===== src/rtl/control_sequencer.sv =====
// Fetch/decode/execute sequencer for the adding machine: drives the 6-bit PC, owns acc/carry/ir.
// Latency from FETCH entry, zero wait: LDA/ADD 3 cycles, JMP 2, HLT 2; each memory wait cycle adds 1.
// Backpressure: mem_rd_req and mem_addr are held stable until mem_rd_ack is sampled; acks without a request are ignored.
module control_sequencer (
    input  logic       clock,
    input  logic       reset,
    input  logic       start,
    input  logic [5:0] pc_value,
    output logic       clear_pc,
    output logic       inc_pc,
    output logic       load_pc,
    output logic [5:0] pc_jump_addr,
    output logic       mem_rd_req,
    output logic [5:0] mem_addr,
    input  logic       mem_rd_ack,
    input  logic [7:0] mem_rd_data,
    output logic [7:0] acc,
    output logic       carry,
    output logic       busy,
    output logic       halted
);

    typedef enum logic [2:0] {
        ST_IDLE   = 3'd0,
        ST_FETCH  = 3'd1,
        ST_DECODE = 3'd2,
        ST_OPER   = 3'd3,
        ST_HALT   = 3'd4
    } state_t;

    typedef enum logic [1:0] {
        OP_LDA = 2'b00,
        OP_ADD = 2'b01,
        OP_JMP = 2'b10,
        OP_HLT = 2'b11
    } opcode_t;

    state_t     state_q, state_d;
    logic [7:0] ir_q, ir_d;
    logic [7:0] acc_q, acc_d;
    logic       carry_q, carry_d;

    opcode_t    opcode;
    logic [5:0] operand;
    logic [8:0] sum;

    assign opcode  = opcode_t'(ir_q[7:6]);
    assign operand = ir_q[5:0];
    // Carry out is bit 8 of the zero-extended sum; the low byte wraps modulo 256.
    assign sum     = {1'b0, acc_q} + {1'b0, mem_rd_data};

    // State, instruction and datapath registers; reset drops any in-flight request at once.
    always_ff @(posedge clock or negedge reset) begin
        if (!reset) begin
            state_q <= ST_IDLE;
            ir_q    <= 8'h00;
            acc_q   <= 8'h00;
            carry_q <= 1'b0;
        end else begin
            state_q <= state_d;
            ir_q    <= ir_d;
            acc_q   <= acc_d;
            carry_q <= carry_d;
        end
    end

    // Next-state logic plus all combinational controls toward the PC and memory.
    always_comb begin
        state_d    = state_q;
        ir_d       = ir_q;
        acc_d      = acc_q;
        carry_d    = carry_q;
        clear_pc   = 1'b0;
        inc_pc     = 1'b0;
        load_pc    = 1'b0;
        mem_rd_req = 1'b0;
        mem_addr   = operand;

        unique case (state_q)
            ST_IDLE, ST_HALT: begin
                // Restart from address 0 with a clean accumulator.
                if (start) begin
                    clear_pc = 1'b1;
                    acc_d    = 8'h00;
                    carry_d  = 1'b0;
                    state_d  = ST_FETCH;
                end
            end

            ST_FETCH: begin
                mem_rd_req = 1'b1;
                mem_addr   = pc_value;
                // PC advances on the same edge that captures the instruction.
                if (mem_rd_ack) begin
                    ir_d    = mem_rd_data;
                    inc_pc  = 1'b1;
                    state_d = ST_DECODE;
                end
            end

            ST_DECODE: begin
                unique case (opcode)
                    OP_LDA, OP_ADD: state_d = ST_OPER;
                    OP_JMP: begin
                        load_pc = 1'b1;
                        state_d = ST_FETCH;
                    end
                    OP_HLT:         state_d = ST_HALT;
                    default:        state_d = ST_HALT;
                endcase
            end

            ST_OPER: begin
                mem_rd_req = 1'b1;
                if (mem_rd_ack) begin
                    if (opcode == OP_ADD) begin
                        acc_d   = sum[7:0];
                        carry_d = sum[8];
                    end else begin
                        acc_d   = mem_rd_data;
                    end
                    state_d = ST_FETCH;
                end
            end

            default: state_d = ST_IDLE;
        endcase
    end

    assign pc_jump_addr = operand;
    assign acc          = acc_q;
    assign carry        = carry_q;
    assign busy         = (state_q == ST_FETCH) || (state_q == ST_DECODE) || (state_q == ST_OPER);
    assign halted       = (state_q == ST_HALT);

endmodule


===== config.mk =====
export PLATFORM = sky130hd
export DESIGN_NAME = control_sequencer
export DESIGN_NICKNAME = d
export VERILOG_FILES = /design/src/rtl/control_sequencer.sv
export SDC_FILE = /design/constraint.sdc
export NUM_CORES = 1
export LEC_CHECK = 0
export BUFFER_PORTS_ARGS = -buffer_cell sky130_fd_sc_hd__buf_4
export CAP_MARGIN = 20
export CELL_PAD_IN_SITES_DETAIL_PLACEMENT = 2
export CELL_PAD_IN_SITES_GLOBAL_PLACEMENT = 2
export CORE_ASPECT_RATIO = 1.5
export CORE_MARGIN = 2
export CORE_UTILIZATION = 31
export CTS_BUF_LIST = sky130_fd_sc_hd__clkbuf_8
export DETAILED_ROUTE_END_ITERATION = 10
export GPL_TIMING_DRIVEN = 0
export PLACE_DENSITY_LB_ADDON = 0.1
export SKIP_CTS_REPAIR_TIMING = 1
export SYNTH_ARGS = -nofsm -noshare
export SYNTH_HDL_FRONTEND = slang
export SYNTH_SLANG_ARGS = --single-unit

===== constraint.sdc =====
create_clock -name clock -period 2.2 [get_ports clock]
set_clock_uncertainty 0.05 [all_clocks]
set_input_delay 0.33 -clock clock [delete_from_list [all_inputs] [get_ports clock]]
set_output_delay 0.33 -clock clock [all_outputs]
set_load 0.01 [all_outputs]

Yosys cells after proc, flatten, opt, wreduce, memory -nomap -nowiden. Index checks and enable logic that the tools add are counted.

Add/subtract/negate cells: 1. Reductions and logical operators: 12. Muxes and demuxes: 21. Eq/ne operators: 11.

Operators with widths (count): two-way mux 8 bit (3); case mux 8 bit (2 select lines) (1); case mux 3 bit (4 select lines) (1); two-way mux 1 bit (10); adder 8 x 8 -> 9 bit (1); two-way mux 3 bit (3); case mux 3 bit (3 select lines) (1); inequality test 2 bit, second input constant (4); equality test 3 x 2 -> 1 bit, second input constant (2); two-way mux 6 bit (1); AND reduction 3 bit (2); OR reduction 2 bit (3); equality test 2 bit, second input constant (2); AND reduction 4 bit (1); equality test 3 x 1 -> 1 bit, second input constant (1); equality test 3 bit, second input constant (1); logical NOT 3 bit (1); equality test 2 x 1 -> 1 bit, second input constant (1); logical NOT 2 bit (1); logical OR 1 bit (2); case mux 1 bit (2 select lines) (1); AND reduction 2 bit (1); nonzero test 2 bit (1).

Bits in registers: 20. Output and inout bits: 27. Bits of input ports: 18. Word-level logic and storage cells: 49.

Depth between registers and ports, before layout.
Word-level depth: 4. Depth in mapped cells: 8. Mapped depth without buffers: 8.

Least setup slack after synthesis. No wires, ideal clock.

Kind: register -> register. From: reg acc_q[0] (netlist: acc[0]). To: reg carry_q (netlist: carry). Stages on the path, launching flop included: 9. Period minus slack after synthesis: 1.877 ns. Library setup time: 0.104 ns. Setup slack: 0.323 ns. Data arrival time: 1.723 ns. Data required time: 2.046 ns. Buffers on the path: 0. Path through: dfrtp_1 -> ha_1 -> inv_1 -> fa_1 -> nor2b_1 -> o31ai_1 -> a21oi_1 -> nand2_1 -> a221oi_1.

Longest elaborated chain between the ends: 4.

RTL lines: start: declaration (line 40) `logic [7:0] acc_q, acc_d;`; start signal: assignment (line 57) `acc_q <= 8'h00;`; start signal: assignment (line 62) `acc_q <= acc_d;`; adder 8 x 8 -> 9 bit (line 50) `assign sum = {1'b0, acc_q} + {1'b0, mem_rd_data};`; two-way mux 1 bit (line 116) `if (opcode == OP_ADD) begin`; two-way mux 1 bit (line 115) `if (mem_rd_ack) begin`; case mux 1 bit (2 select lines) (line 79) `unique case (state_q)`; end signal: assignment (line 63) `carry_q <= carry_d;`; end: declaration (line 41) `logic carry_q, carry_d;`.

Every way passes these cells. The select of a mux whose other input is x is not followed. A chain may end at the register's enable or synchronous reset.

Worst setup path after layout.
From: reg state_q[2]. To: out mem_addr[3].

Longest elaborated chain between the ends: 2.

RTL lines: start: declaration (line 38) `state_t state_q, state_d;`; start signal: assignment (line 60) `state_q <= state_d;`; equality test 3 x 1 -> 1 bit (line 79); two-way mux 6 bit (line 79); end: declaration (line 14) `output logic [5:0] mem_addr,`.

Every way passes these cells.

==> run_results.csv <==
group,metric,value,unit
power,p_leak,0.937,nW
global_routing,grt_pass1_wl,7.28,mm
critical_path,timing.rr.start,"acc[0]$_DFFE_PN0P_",
synthesis,ys_seq_area_share,35.0,%
critical_path,worstSetupEndpoint,"mem_addr[3]",
finish,fin_area,1890,µm²
synthesis,yosys_warnings,0,
critical_path,cp_cell_sequence,"nor2b_4 > nor2b_4 > buf_6 > mux2_2 > buf_4",
global_routing,grt_use_total,18.4,%
timing,fin_crit,2.09,ns
critical_path,r2r_end,"acc[6]$_DFFE_PN0P_",
synthesis,postSynthAreaPerCell,9.60,µm²
synthesis,async_flop_share,100,%
critical_path,critical_path.slowest_cell,"dfrtp_1",
timing,finalCritPeriodShare,94.9,%
global_routing,grt_overflow_total,0,
power,power_density,1450,nW/µm²
critical_path,cp_data_required_time,1.82,ns
critical_path,critical_path_arrival,1.71,ns
worst_hold_path,hp-class,"input pin to flip-flop",
critical_path,path_buf_inv,2,
routing,wl_per_cell,18.1,µm
finish,ff_latch_area,502,µm²
place,placed_area,1820,µm²
global_routing,grt_max_degree,21,
critical_path,crit_type,"flip-flop to primary output",
timing,finalHoldViolations,0,
power,vdd.ir_drop.worst,0.000416,V
synthesis,synth_cells,149,
timing,relSlewSlack,60.5,%
critical_path,cp-start-kind,"flip-flop",
timing,setup_viol,0,
floorplanning,die_y,87.2,µm
routing,vias,1316,
run_status,status,"complete, no violations",
clock_network,cts.clk_slew.worst_paths,0.07,ns
routing,vias_per_cell,5.33,
critical_path,critPathMostFrequentCell,"nor2b_4",
critical_path,crit_start,"state_q[2]$_DFFE_PN0P_",
floorplanning,row_count,30,
clock_network,clock_latency,0.26,ns
finish,fill_cells,504,
critical_path,cp_num_cells,5,
routing,first_pass_iters,4,
timing,fin_ws,0.112,ns
place,gp_congestion,0.758,
clock_network,cts_buffer_depth,2,
finish,final_nets,228,
synthesis,synth.net_count,176,
synthesis,netlist_area,1430,µm²
critical_path,max_stage_delay,0.49,ns
synthesis,synth_edf_count,0,
place,place_ws,-0.0293,ns
floorplanning,initial_utilization,32.0,%
routing,drc,0,
job,maxCapViolations,0,
critical_path,cpLargestDelayFamily,"flip-flops",
critical_path,cp-end-kind,"primary output",
timing,rsz0062_at_grt,"no",
clock_network,htreeDepth,1,
place,portBuffers,44,
timing,worstMarginPinSlew,0.591,ns
synthesis,synth_seq_cells,20,
routing,postRouteWirelength,4.47,mm
floorplanning,die_w,59.5,µm
timing,max_freq,479,MHz
clock_network,clkSinkCount,20,
critical_path,rrSetupSlack,0.15,ns
finish,fin_util,42.4,%
timing,final_max_slew_viol_count,0,
floorplanning,die-area,5180,µm²
synthesis,synth_flop_cell,"dfrtp_1",
routing,drt-initial-drc-count,26,
global_routing,grt_pass1_vias,1464,
critical_path,reg2reg_depth,9,
global_routing,antenna_found_initial,0,
synthesis,yosysUniqueCellTypes,36,
place,hpwl,3.54,mm
finish,drive_gt1_share,41.2,%
floorplanning,num_io_pins,45,
routing,drtAntennaViolNets,0,
clock_network,cts_buffers,3,
clock_network,cts_tree,"built",
finish,multi_input_area,828,µm²
critical_path,critPathMaxFanout,8,
finish,diodes,0,
clock_network,root_buffer,"clkbuf_8",
finish,synthToLayoutAreaGrowth,32.5,%
timing,hold_ws,0.273,ns
floorplanning,coreArea,4470,µm²
synthesized netlist by cell type, drive strengths merged (3+ instances only):
cell / number / area, µm²
ha: 8 / 100
buf: 10 / 88.8
mux2i: 3 / 30.0
inv: 4 / 15.0
and3: 3 / 20.0
dfrtp: 20 / 500
a21oi: 19 / 95.1
nand3: 9 / 50.1
nand3b: 3 / 22.5
nor2: 11 / 41.3
nor3: 4 / 20.0
nand2: 12 / 45.0
o21ai: 8 / 40.0
mux2: 14 / 188
nor2b: 6 / 52.6
flip-flops by register name, summed over array words and instances, names as in the netlist:
register and flops:
acc 8, ir_q 8, state_q 3, carry 1
report_power, final:
group | leakage, nW | switching [mW] | internal, mW | total [mW]
clock network | 0.0216 | 0.127 | 0.122 | 0.249
registers | 0.249 | 0.176 | 0.541 | 0.716
logic | 0.666 | 0.829 | 0.961 | 1.79
area by class of cell:
class	instances	share of cell area, %
Buffer	11	4.89
Clock buffer	3	2.18
Inverter	4	0.793
Multi-Input combinational cell	114	43.7
Sequential cell	20	26.5
Tap cell	48	3.17
Timing Repair Buffer	47	18.8
per-stage QoR:
step | instances | TNS, ns | power [mW]
after floorplan | 149 | 0 | 1.80
after CTS | 244 | -0.0196 | 2.76
after detailed placement | 241 | -0.0293 | 2.50
final | 247 | 0 | 2.75
after global routing | 247 | 0 | 2.98
after global placement | 241 | 0 | 2.41
routing by layer:
metal | wire length [µm] | track usage, % | up-vias
met2 | 2420 | 33.7 | 31
met4 | 17 | 3.72 | 0
met3 | 168 | 1.63 | 2
met5 | 0 | 0 | -
li1 | - | - | 623
met1 | 1860 | 23.0 | 660
worst min-delay path by stage:
stage,start,end,slack (ns),cells past startpoint
after floorplan,reset,acc[0]$_DFFE_PN0P_,-0.02,0
after global placement,reset,ir_q[1]$_DFFE_PN0P_,0.18,1
after detailed placement,reset,ir_q[1]$_DFFE_PN0P_,0.19,1
after CTS,reset,ir_q[1]$_DFFE_PN0P_,-0.1,1
after global routing,mem_rd_data[7],ir_q[7]$_DFFE_PN0P_,0.27,2
final,mem_rd_data[7],ir_q[7]$_DFFE_PN0P_,0.27,2
kinds of logic (layout without fill, tap and decap cells):
logic type | Yosys count | in the layout | synth area share (%)
AND/OR/NAND/NOR | 54 | 54 | 20.6
AO/OA/AOI/OAI | 33 | 33 | 12.7
flip-flops | 20 | 20 | 35.0
multiplexers | 17 | 17 | 15.2
buffers and inverters | 15 | 65 | 7.52
adder cells (fa/ha/maj) | 9 | 9 | 8.40
XOR/XNOR | 1 | 1 | 0.613
cell usage in the layout (no fill, tap or decap), drive strengths merged:
| master | Yosys | layout |
|---|---|---|
| buf | 10 | 56 |
| dfrtp | 20 | 20 |
| a21oi | 19 | 19 |
| mux2 | 14 | 14 |
| nand2 | 12 | 12 |
| nor2 | 11 | 11 |
| nand3 | 9 | 9 |
| o21ai | 8 | 8 |
| ha | 8 | 8 |
| nor2b | 6 | 6 |
| inv | 4 | 4 |
| nor3 | 4 | 4 |
| clkbuf | 1 | 4 |
| mux2i | 3 | 3 |
| nand3b | 3 | 3 |
| and3 | 3 | 3 |
| nor4 | 2 | 2 |
| and2 | 2 | 2 |
| o21a | 1 | 1 |
| o31ai | 1 | 1 |
| nand2b | 1 | 1 |
| a221oi | 1 | 1 |
| a22o | 1 | 1 |
| nor3b | 1 | 1 |
| a21o | 1 | 1 |
| a31oi | 1 | 1 |
| xor2 | 1 | 1 |
| fa | 1 | 1 |
| dlygate4sd3 | 0 | 1 |
Note: power is estimated with default switching activity, not from simulation.
